## src/rtl/io_pkg.sv

```systemverilog
`default_nettype none
// +--------------------------------------------------------------------+
// | io_pkg : shared types and constants for the board IO blocks        |
// | Rev 1.0                                                            |
// +--------------------------------------------------------------------+
package io_pkg;

  typedef enum logic [1:0] {
    IDLE  = 2'd0,
    ARMED = 2'd1,
    DONE  = 2'd2
  } io_state_e;

  // 10 ms at 50 MHz
  localparam int DEBOUNCE_CYCLES_DEFAULT = 500000;
  localparam int IO_DATA_WIDTH           = 32;

endpackage
`default_nettype wire

```

## src/rtl/io_debounce.sv

```systemverilog
`default_nettype none
// +--------------------------------------------------------------------+
// | io_debounce : sync, debounce and press-edge detect for a KEY input |
// | Rev 1.0                                                            |
// +--------------------------------------------------------------------+
module io_debounce
  import io_pkg::*;
#(
  parameter int DEBOUNCE_CYCLES = DEBOUNCE_CYCLES_DEFAULT
) (
  input  logic clk,
  input  logic reset,
  input  logic key_n,
  output logic press
);

  localparam int                 c_CNT_W   = (DEBOUNCE_CYCLES > 1) ? $clog2(DEBOUNCE_CYCLES) : 1;
  localparam logic [c_CNT_W-1:0] c_CNT_MAX = c_CNT_W'(DEBOUNCE_CYCLES - 1);

  logic               r_sync1;
  logic               r_sync2;
  logic               r_stable;
  logic               r_stable_d;
  logic               r_press;
  logic [c_CNT_W-1:0] r_cnt;

  // The counter only runs while the synced key disagrees with the accepted level,
  // so any bounce back to the old level restarts the qualification window.
  always_ff @(posedge clk) begin
    if (!reset) begin
      r_sync1    <= 1'b0;
      r_sync2    <= 1'b0;
      r_stable   <= 1'b0;
      r_stable_d <= 1'b0;
      r_press    <= 1'b0;
      r_cnt      <= '0;
    end else begin
      r_sync1    <= ~key_n;
      r_sync2    <= r_sync1;
      r_stable_d <= r_stable;
      r_press    <= r_stable & ~r_stable_d;
      if (r_sync2 == r_stable) begin
        r_cnt <= '0;
      end else if (r_cnt == c_CNT_MAX) begin
        r_stable <= r_sync2;
        r_cnt    <= '0;
      end else begin
        r_cnt <= r_cnt + 1'b1;
      end
    end
  end

  assign press = r_press;

endmodule
`default_nettype wire

```

## src/rtl/io_input_ctrl.sv

```systemverilog
`default_nettype none
// +--------------------------------------------------------------------+
// | io_input_ctrl : stalls the core on an Input instruction and        |
// | captures the slide switches on a debounced Enter press             |
// | Rev 1.0                                                            |
// +--------------------------------------------------------------------+
module io_input_ctrl
  import io_pkg::*;
#(
  parameter int DEBOUNCE_CYCLES = DEBOUNCE_CYCLES_DEFAULT,
  parameter int SW_WIDTH        = 10,
  parameter int DATA_WIDTH      = IO_DATA_WIDTH
) (
  input  logic                  clk,
  input  logic                  reset,
  input  logic                  Input,
  input  logic                  Enter,
  input  logic [SW_WIDTH-1:0]   sw,
  output logic                  stall,
  output logic                  in_done,
  output logic [DATA_WIDTH-1:0] Input_Data,
  output logic [DATA_WIDTH-1:0] sw_live
);

  io_state_e             r_state;
  io_state_e             w_next;
  logic                  w_press;
  logic                  w_capture;
  logic                  w_stall;
  logic                  w_done;
  logic [SW_WIDTH-1:0]   r_sw_sync1;
  logic [SW_WIDTH-1:0]   r_sw_sync2;
  logic [DATA_WIDTH-1:0] r_input_data;

  io_debounce #(
    .DEBOUNCE_CYCLES(DEBOUNCE_CYCLES)
  ) u_enter_db (
    .clk   (clk),
    .reset (reset),
    .key_n (Enter),
    .press (w_press)
  );

  always_ff @(posedge clk) begin
    if (!reset) begin
      r_state      <= IDLE;
      r_sw_sync1   <= '0;
      r_sw_sync2   <= '0;
      r_input_data <= '0;
    end else begin
      r_state    <= w_next;
      r_sw_sync1 <= sw;
      r_sw_sync2 <= r_sw_sync1;
      if (w_capture) begin
        r_input_data <= DATA_WIDTH'(r_sw_sync2);
      end
    end
  end

  // Stall in IDLE follows Input directly so the core is held on its first cycle.
  always_comb begin
    w_next    = r_state;
    w_capture = 1'b0;
    w_stall   = 1'b0;
    w_done    = 1'b0;
    case (r_state)
      IDLE: begin
        w_stall = Input;
        if (Input) begin
          w_next = ARMED;
        end
      end
      ARMED: begin
        w_stall = 1'b1;
        if (!Input) begin
          w_next = IDLE;
        end else if (w_press) begin
          w_next    = DONE;
          w_capture = 1'b1;
        end
      end
      DONE: begin
        w_done = 1'b1;
        w_next = IDLE;
      end
      default: w_next = IDLE;
    endcase
  end

  assign stall      = reset & w_stall;
  assign in_done    = reset & w_done;
  assign Input_Data = r_input_data;
  assign sw_live    = DATA_WIDTH'(r_sw_sync2);

endmodule
`default_nettype wire
```

## config.mk

```make
export PLATFORM = sky130hd
export DESIGN_NAME = io_input_ctrl
export DESIGN_NICKNAME = d
export VERILOG_FILES = /design/src/rtl/io_pkg.sv /design/src/rtl/io_debounce.sv /design/src/rtl/io_input_ctrl.sv
export SDC_FILE = /design/constraint.sdc
export NUM_CORES = 1
export LEC_CHECK = 0
export CORE_ASPECT_RATIO = 1.4
export CORE_MARGIN = 2
export CORE_UTILIZATION = 41
export CTS_BUF_LIST = sky130_fd_sc_hd__clkbuf_16
export DETAILED_ROUTE_END_ITERATION = 8
export PLACE_DENSITY = 0.76
export SYNTH_ARGS = -nofsm -noshare
export SYNTH_HDL_FRONTEND = slang
export SYNTH_SLANG_ARGS = --single-unit
```

## constraint.sdc

```tcl
create_clock -name clk -period 3.45 [get_ports clk]
set_input_delay 0.5175 -clock clk [delete_from_list [all_inputs] [get_ports clk]]
set_output_delay 0.5175 -clock clk [all_outputs]
set_load 0.02 [all_outputs]
```

==> flow_metrics.py, run 1 <==
metrics = {
    "global_route": {
        "grt_pass1_wl_um": 6748,
        "grt_usage": 0.1397,
        "first_global_vias": 1473,
        "antenna_found_initial": 0,
        "grt_max_degree": 30,
        "grt_overflow": 0,
    },
    "routing": {
        "wl_um": 4046,
        "route.detailed.drc": 0,
        "wl_per_cell_um": 11.33,
        "vias": 1612,
        "vias_per_cell": 4.515,
        "drt_pre_antenna_iters": 4,
        "drt-initial-drc-count": 45,
        "antenna_left": 0,
    },
    "setup_path": {
        "r2r-start": "u_enter_db.r_cnt[0]",
        "crit_path_start_kind": "input pin",
        "required_ps": 2930,
        "crit_arrival_ps": 2050,
        "crit_fanout": 10,
        "cp-startpoint": "reset",
        "worstSetupPathType": "in2out",
        "endpoint_kind": "output pin",
        "r2r_cells": 5,
        "regToRegEndpoint": "u_enter_db.r_cnt[3]",
        "r2r_setup_slack_ps": 1280,
        "crit_end": "stall",
    },
    "timing": {
        "grt_setup_unrepaired": "no",
        "period_minus_slack_ps": 2569,
        "setup-violations-final": 0,
        "slew_headroom": 0.2673,
        "drv_slew": 0,
        "finalHoldViolCount": 0,
        "fin_crit_sh": 0.7445,
        "max_freq_mhz": 389.3,
        "whs_ps": 389.2,
        "tightest_slew_ps": 1097,
        "worst_slack_ps": 881.3,
        "clock-skew-final_ps": 3.695,
        "finalSetupTns_ps": 0,
    },
    "placed_design": {
        "gp_congestion": 0.8422,
        "dp_hpwl_um": 2959,
        "dp_slack_ps": 873.1,
        "io_buffers": 35,
    },
    "status": {
        "status": "finished clean",
    },
    "cts": {
        "cts_resized": 0,
        "clk_pin_slew_ps": 70,
        "cts.sinks": 56,
        "cts_setup_buffers": 0,
        "insertion_delay_ps": 290,
        "cts_buffer_depth": 2,
        "root_buffer": "clkbuf_16",
        "cts_tree": "done",
        "cts_hold_buf": 0,
        "cts_buffers": 5,
        "htree_levels": 2,
    },
    "floorplan": {
        "dieArea_sq_um": 6364,
        "start_util": 0.4255,
        "die_y_um": 93.60,
        "rows": 32,
        "die_x_um": 68,
        "core_area_sq_um": 5525,
        "io_pins": 80,
    },
    "final_layout": {
        "antenna-diode-count": 0,
        "n_fill_cell": 517,
        "syn_to_final_growth_pct": 18.31,
        "multi_input_area_sq_um": 1021,
        "seq_area_sq_um": 1121,
        "drive_above_1_share": 0.03806,
        "fin_nets": 304,
    },
    "pwr": {
        "ir_worst_vdd_v": 0.0002523,
        "leakage_nw": 1.062,
        "power.density_nw_per_um2": 496.2,
        "totalPowerFinal_mw": 1.380,
    },
    "synthesis": {
        "syn_inst": 254,
        "synth.ff_latch_count": 56,
        "ys_seq_area_frac": 0.4768,
        "synth_cell_types": 34,
        "synth_warnings": 0,
        "avgSynthCellArea_sq_um": 9.256,
        "syn_area_sq_um": 2351,
    },
    "hold_path": {
        "min_path_type": "reg2reg",
        "holdCritStartpoint": "u_enter_db.r_stable_d",
    },
    "flow_run": {
        "drv_cap": 0,
    },
}
cell usage in the layout (no fill, tap or decap):
master	netlist	routed
xnor2_1	8	8
mux2i_1	2	2
nand2_1	29	29
or3_1	2	2
nor3b_2	1	1
nor4_1	4	4
o31ai_1	1	1
bufinv_16	0	2
nor3_1	2	2
nand4b_1	1	1
clkdlybuf4s50_1	0	35
nor2b_1	1	1
or4_1	2	2
and4_1	3	3
ha_1	1	1
xor2_1	6	6
clkbuf_16	0	5
a21oi_1	5	5
nand3b_1	1	1
nor2_1	20	20
dfxtp_1	56	56
and2_1	22	22
buf_4	44	1
and3b_1	1	1
o21bai_1	1	1
nand2_4	1	1
inv_1	3	3
a21boi_0	10	10
nand4_2	1	1
nor4b_1	2	2
conb_1	1	44
o21ai_0	2	2
nand4_1	4	4
nand3_1	8	8
nor3b_1	2	2
where the power goes:
| group | leakage, nW | total, mW | internal (mW) | switching, mW |
|---|---|---|---|---|
| Combinational | 0.516 | 0.0950 | 0.0309 | 0.0641 |
| Clock | 0.0899 | 0.621 | 0.411 | 0.209 |
| Sequential | 0.456 | 0.664 | 0.659 | 0.00511 |
synth_stat cells:
| master | count | share of area |
|---|---|---|
| and2_1 | 22 | 0.059 |
| o21ai_0 | 2 | 0.0043 |
| nor3_1 | 2 | 0.0043 |
| a21boi_0 | 10 | 0.032 |
| nor3b_2 | 1 | 0.0053 |
| dfxtp_1 | 56 | 0.48 |
| a21oi_1 | 5 | 0.011 |
| mux2i_1 | 2 | 0.0085 |
| xnor2_1 | 8 | 0.030 |
| nand2_1 | 29 | 0.046 |
| buf_4 | 44 | 0.14 |
| or3_1 | 2 | 0.0053 |
| or4_1 | 2 | 0.0064 |
| nand4b_1 | 1 | 0.0037 |
| nor2_1 | 20 | 0.032 |
| nor2b_1 | 1 | 0.0027 |
| nand3b_1 | 1 | 0.0032 |
| conb_1 | 1 | 0.0016 |
| nor3b_1 | 2 | 0.0064 |
| clkbuf_1 | 5 | 0.0080 |
| o31ai_1 | 1 | 0.0032 |
| nand4_2 | 1 | 0.0053 |
| nor4_1 | 4 | 0.011 |
| ha_1 | 1 | 0.0053 |
| inv_1 | 3 | 0.0048 |
| xor2_1 | 6 | 0.022 |
| nor4b_1 | 2 | 0.0075 |
| and4_1 | 3 | 0.011 |
| nand4_1 | 4 | 0.011 |
| nand2_4 | 1 | 0.0048 |
| o21bai_1 | 1 | 0.0032 |
| and3b_1 | 1 | 0.0037 |
| buf_2 | 2 | 0.0043 |
| nand3_1 | 8 | 0.017 |
final cells by class:
type                            count  share of cell area
Clock buffer                        5             0.04498
Clock inverter                      2             0.02159
Inverter                            3            0.004049
Multi-Input combinational cell    187              0.3671
Sequential cell                    56              0.4031
Tap cell                           68             0.03059
Timing Repair Buffer               36              0.1287
state kept, by name (all words and copies together) (netlist names):
register and count:
Input_Data 10, r_sw_sync2 10, r_sw_sync1 10, r_state 2, u_enter_db.r_stable 1, u_enter_db.r_stable_d 1
u_enter_db.r_sync2 1, u_enter_db.r_sync1 1, u_enter_db.press 1, u_enter_db.r_cnt 19
kinds of logic (layout without fill, tap and decap cells):
family	Yosys count	count (layout)	synth area share
AOI/OAI and AO/OA	19	19	0.05322
xor gates and xnor gates	14	14	0.05216
adders and majority gates	1	1	0.005321
buffers and inverters	54	46	0.1575
DFF	56	56	0.4769
muxes	2	2	0.008516
other	1	44	0.001595
and+or+nand+nor	107	107	0.2448
routing by layer:
| metal | vias to the layer above | track usage | wire length [um] |
|---|---|---|---|
| li1 | 810 | - | - |
| met1 | 745 | 0.1595 | 1662 |
| met2 | 49 | 0.2354 | 2052 |
| met3 | 8 | 0.04452 | 249 |
| met4 | 0 | 0.05500 | 82 |
| met5 | - | 0 | 0 |
how the worst min path moves through the flow:
stage	endpoint	slack, ps	cells after the start
final	u_enter_db.press	390	1
after global routing	u_enter_db.press	410	1
after CTS	u_enter_db.press	390	1
after detailed placement	u_enter_db.press	380	1
after global placement	u_enter_db.press	370	1
after floorplan	u_enter_db.press	370	1
per-stage QoR:
stage	std cells	util	cell area, sq um
floorplan	297	-	2512
finish	357	0.5034	2781
global placement	350	0.4699	2596
global route	357	0.5034	2781
CTS	357	0.5034	2781
detailed placement	350	0.4699	2596
worst max-delay path: stages:
cell	delay [ps]
clkdlybuf4s50_1	660
nor3b_1	230
clkdlybuf4s50_1	640
(Power assumes the default switching activity.)
==> run 2: changes to the inputs <==
==> constraint.sdc (replaced) <==
create_clock -name clk -period 2.6 [get_ports clk]
set_input_delay 0.39 -clock clk [delete_from_list [all_inputs] [get_ports clk]]
set_output_delay 0.39 -clock clk [all_outputs]
set_load 0.02 [all_outputs]
==> flow_metrics.py, run 2 (same netlist as run 1, synthesis figures left out) <==
metrics = {
    "cts": {
        "insertion_delay_ps": 290,
        "clk_pin_slew_ps": 70,
        "cts_buffer_depth": 2,
        "root_buffer": "clkbuf_16",
        "cts_resized": 0,
        "cts_hold_buf": 0,
        "cts.sinks": 56,
        "cts_buffers": 5,
        "htree_levels": 2,
        "cts_tree": "done",
        "cts_setup_buffers": 0,
    },
    "timing": {
        "clock-skew-final_ps": 6.530,
        "tightest_slew_ps": 1150,
        "finalSetupTns_ps": 0,
        "whs_ps": 384.8,
        "finalHoldViolCount": 0,
        "period_minus_slack_ps": 2278,
        "fin_crit_sh": 0.8762,
        "drv_slew": 0,
        "slew_headroom": 0.2318,
        "setup-violations-final": 0,
        "grt_setup_unrepaired": "no",
        "max_freq_mhz": 439.0,
        "worst_slack_ps": 322.0,
    },
    "final_layout": {
        "final_common_cell": "dfxtp_1",
        "regMostFlops": "u_enter_db.r_cnt",
        "stdcell_area_sq_um": 2743,
        "antenna-diode-count": 0,
        "drive_above_1_share": 0.03793,
        "syn_to_final_growth_pct": 16.66,
        "fin_cells": 358,
        "fin_nets": 304,
        "layout_common_cells": "56 x dfxtp_1, 44 x conb_1, 35 x clkdlybuf4s50_1, 29 x nand2_1, 22 x and2_1",
        "largest_reg_flops": 19,
    },
    "pwr": {
        "switching_power_mw": 0.3968,
        "p_sw_frac": 0.2372,
        "p_int_mw": 1.276,
        "power.share.sequential": 0.527,
        "clock_power_share": 0.399,
        "ir_worst_vdd_v": 0.0004459,
        "power.density_nw_per_um2": 610.0,
        "leakage_nw": 1.048,
        "comb_power_share": 0.075,
    },
    "routing": {
        "vias": 1574,
        "vias_per_cell": 4.397,
        "wl_um": 4028,
        "antenna_left": 0,
        "wl_per_cell_um": 11.25,
        "route.detailed.drc": 0,
        "drt_pre_antenna_iters": 4,
        "drt-initial-drc-count": 47,
    },
    "setup_path": {
        "endpoint_kind": "output pin",
        "crit_arrival_ps": 1890,
        "cpMaxStageDelayCell": "clkdlybuf4s50_1",
        "crit_path_start_kind": "input pin",
        "cp_common_cell": "clkdlybuf4s50_1",
        "crit_chain": "clkdlybuf4s50_1 -> nor3b_1 -> clkdlybuf4s50_1",
        "required_ps": 2210,
        "worstSetupPathType": "in2out",
        "max_stage_delay_ps": 630,
        "crit_fanout": 9,
    },
    "floorplan": {
        "die_x_um": 68,
        "io_pins": 80,
        "core_area_sq_um": 5525,
        "start_util": 0.4255,
        "die_y_um": 93.60,
        "rows": 32,
        "dieArea_sq_um": 6364,
    },
    "placed_design": {
        "dp_slack_ps": 309.4,
        "gp_congestion": 0.8388,
        "dpl-instance-area_sq_um": 2596,
        "dp_hpwl_um": 2956,
        "io_buffers": 35,
        "dpl.cell_count": 350,
    },
    "flow_run": {
        "drv_cap": 0,
    },
    "global_route": {
        "grt_pass1_wl_um": 6679,
        "grt_usage": 0.1378,
        "first_global_vias": 1477,
        "grt_max_degree": 31,
        "antenna_found_initial": 0,
        "grt_overflow": 0,
    },
    "status": {
        "status": "finished clean",
    },
    "hold_path": {
        "min_path_type": "reg2reg",
    },
}
==> run 2: through the flow <==
stage	utilization	power, mW
global placement	0.4699	1.024
floorplan	-	1.037
detailed placement	0.4699	1.025
CTS	0.4964	1.690
finish	0.4964	1.673
global route	0.4964	1.743
==> run 2: cell type report <==
cell class                 instances  area (sq um)
timing repair buffer              36         357.8
sequential                        56          1121
tap                               68         85.08
clock inverter                     3         21.27
inverter                           3         11.26
clock buffer                       5         125.1
fill                             548          2783
multi-input combinational        187          1021
==> run 2: metal layers <==
metal / share of wire / global-route usage / vias up
li1: - / - / 810
met1: 0.40 / 0.1635 / 708
met2: 0.52 / 0.2306 / 49
met3: 0.066 / 0.03851 / 7
met4: 0.015 / 0.05167 / 0
met5: 0 / 0 / -
==> run 2: path summary, 6_finish.rpt <==
| path | slack [ps] | to | from | depth (start not counted) |
|---|---|---|---|---|
| setup / recovery | 320 | stall | reset | 3 |
| hold / removal | 380 | u_enter_db.press | u_enter_db.r_stable_d | 1 |
| setup reg to reg | 390 | u_enter_db.r_cnt[11] | u_enter_db.r_cnt[0] | 5 |
| hold reg to reg | 380 | u_enter_db.press | u_enter_db.r_stable_d | 1 |
==> run 2: worst max-delay path: cells and delay by family <==
kind | cells | cell delay [ps]
AND/OR/NAND/NOR | 1 | 230
buffers and inverters | 2 | 1260
==> run 2: power by group through the flow <==
stage | combinational (mW) | sequential [mW] | clock [mW]
3_3_place_gp | 0.123 | 0.901 | 0
2_1_floorplan | 0.129 | 0.907 | 0
4_1_cts | 0.125 | 0.881 | 0.685
5_1_grt | 0.136 | 0.883 | 0.723
3_5_place_dp | 0.124 | 0.901 | 0
6_report | 0.125 | 0.881 | 0.667
==> run 3: changes to the inputs <==
--- a/config.mk
+++ b/config.mk
@@ -11,6 +11,7 @@
 export CTS_BUF_LIST = sky130_fd_sc_hd__clkbuf_16
 export DETAILED_ROUTE_END_ITERATION = 8
 export PLACE_DENSITY = 0.76
+export SLEW_MARGIN = 20
 export SYNTH_ARGS = -nofsm -noshare
 export SYNTH_HDL_FRONTEND = slang
 export SYNTH_SLANG_ARGS = --single-unit
==> flow_metrics.py, run 3 (same netlist as run 1, synthesis figures left out) <==
metrics = {
    "setup_path": {
        "crit_arrival_ps": 1890,
        "cp-startpoint": "reset",
        "required_ps": 2210,
        "crit_path_start_kind": "input pin",
        "worstSetupPathType": "in2out",
        "r2r-start": "u_enter_db.r_cnt[0]",
        "crit_fanout": 9,
        "endpoint_kind": "output pin",
    },
    "timing": {
        "fin_crit_sh": 0.8772,
        "finalSetupTns_ps": 0,
        "drv_slew": 0,
        "tightest_slew_ps": 687.9,
        "grt_setup_unrepaired": "no",
        "clock-skew-final_ps": 6.041,
        "whs_ps": 384.8,
        "slew_headroom": 0.5411,
        "period_minus_slack_ps": 2281,
        "finalHoldViolCount": 0,
        "max_freq_mhz": 438.5,
        "worst_slack_ps": 319.3,
        "setup-violations-final": 0,
    },
    "cts": {
        "root_buffer": "clkbuf_16",
        "cts_setup_buffers": 0,
        "cts_tree": "done",
        "cts.sinks": 56,
        "clk_pin_slew_ps": 70,
        "cts_buffers": 5,
        "htree_levels": 2,
        "cts_hold_buf": 0,
        "cts_buffer_depth": 2,
        "cts_resized": 0,
        "insertion_delay_ps": 290,
    },
    "hold_path": {
        "holdCritStartpoint": "u_enter_db.r_stable_d",
        "min_path_type": "reg2reg",
    },
    "global_route": {
        "grt_usage": 0.1378,
        "first_global_vias": 1477,
        "grt_overflow": 0,
        "grt_pass1_wl_um": 6679,
        "antenna_found_initial": 0,
        "grt_max_degree": 31,
    },
    "final_layout": {
        "layout_common_cells": "56 x dfxtp_1, 44 x conb_1, 35 x clkdlybuf4s50_1, 29 x nand2_1, 22 x and2_1",
        "stdcell_area_sq_um": 2746,
        "drive_above_1_share": 0.04138,
        "regMostFlops": "u_enter_db.r_cnt",
        "largest_reg_flops": 19,
        "n_fill_cell": 548,
        "fin_nets": 304,
        "syn_to_final_growth_pct": 16.82,
        "final_common_cell": "dfxtp_1",
        "antenna-diode-count": 0,
    },
    "floorplan": {
        "rows": 32,
        "dieArea_sq_um": 6364,
        "core_area_sq_um": 5525,
        "io_pins": 80,
        "die_y_um": 93.60,
        "start_util": 0.4255,
        "die_x_um": 68,
    },
    "routing": {
        "drt_pre_antenna_iters": 4,
        "antenna_left": 0,
        "route.detailed.drc": 0,
        "vias_per_cell": 4.439,
        "drt-initial-drc-count": 36,
        "wl_um": 4100,
        "wl_per_cell_um": 11.45,
        "vias": 1589,
    },
    "placed_design": {
        "dp_hpwl_um": 2956,
        "gp_congestion": 0.8388,
        "dpl-instance-area_sq_um": 2596,
        "dp_slack_ps": 309.4,
        "io_buffers": 35,
    },
    "status": {
        "status": "finished clean",
    },
    "pwr": {
        "totalPowerFinal_mw": 1.675,
        "leakage_nw": 1.049,
        "ir_worst_vdd_v": 0.0004453,
        "power.density_nw_per_um2": 610.0,
    },
    "flow_run": {
        "drv_cap": 0,
    },
}
## run 3: cell counts in the layout (fill, tap and decap cells not counted)
No cell type changed its count.
## run 3: final cells by class
type                    instances  area, sq um  area share
clock buffers                   5        125.1     0.04556
repair buffers                 36        357.8      0.1303
inverters                       3        11.26    0.004100
clock inverters                 3        21.27    0.007745
multi-input cells             187         1025      0.3731
flip-flops and latches         56         1121      0.4082
well taps                      68        85.08     0.03098
## run 3: critical path, stage by stage
cell and delay [ps]:
clkdlybuf4s50_1 630, nor3b_1 230, clkdlybuf4s50_1 630
## run 3: path summary, 6_finish.rpt
| path | endpoint | slack [ps] | depth (start not counted) |
|---|---|---|---|
| worst max-delay path | stall | 320 | 3 |
| worst min register to register | u_enter_db.press | 380 | 1 |
| worst min-delay path | u_enter_db.press | 380 | 1 |
| worst max register to register | u_enter_db.r_cnt[11] | 720 | 5 |
## run 3: stage by stage
stage / utilization / cells
6_report: 0.4971 / 358
5_1_grt: 0.4971 / 358
4_1_cts: 0.4964 / 358
3_5_place_dp: 0.4699 / 350
3_3_place_gp: 0.4699 / 350
2_1_floorplan: - / 297
## run 3: report_power, final
| group | leakage (nW) | switching (mW) | total (mW) | internal (mW) |
|---|---|---|---|---|
| registers | 0.456 | 0.00688 | 0.881 | 0.874 |
| clock network | 0.0760 | 0.308 | 0.669 | 0.361 |
| logic | 0.516 | 0.0842 | 0.125 | 0.0412 |
## run 3: per-layer routing
| layer | vias to the layer above | global-route usage | wire length, um |
|---|---|---|---|
| met5 | - | 0 | 0 |
| met1 | 719 | 0.1635 | 1664 |
| met2 | 52 | 0.2306 | 2135 |
| li1 | 811 | - | - |
| met3 | 7 | 0.03851 | 238 |
| met4 | 0 | 0.05167 | 61 |
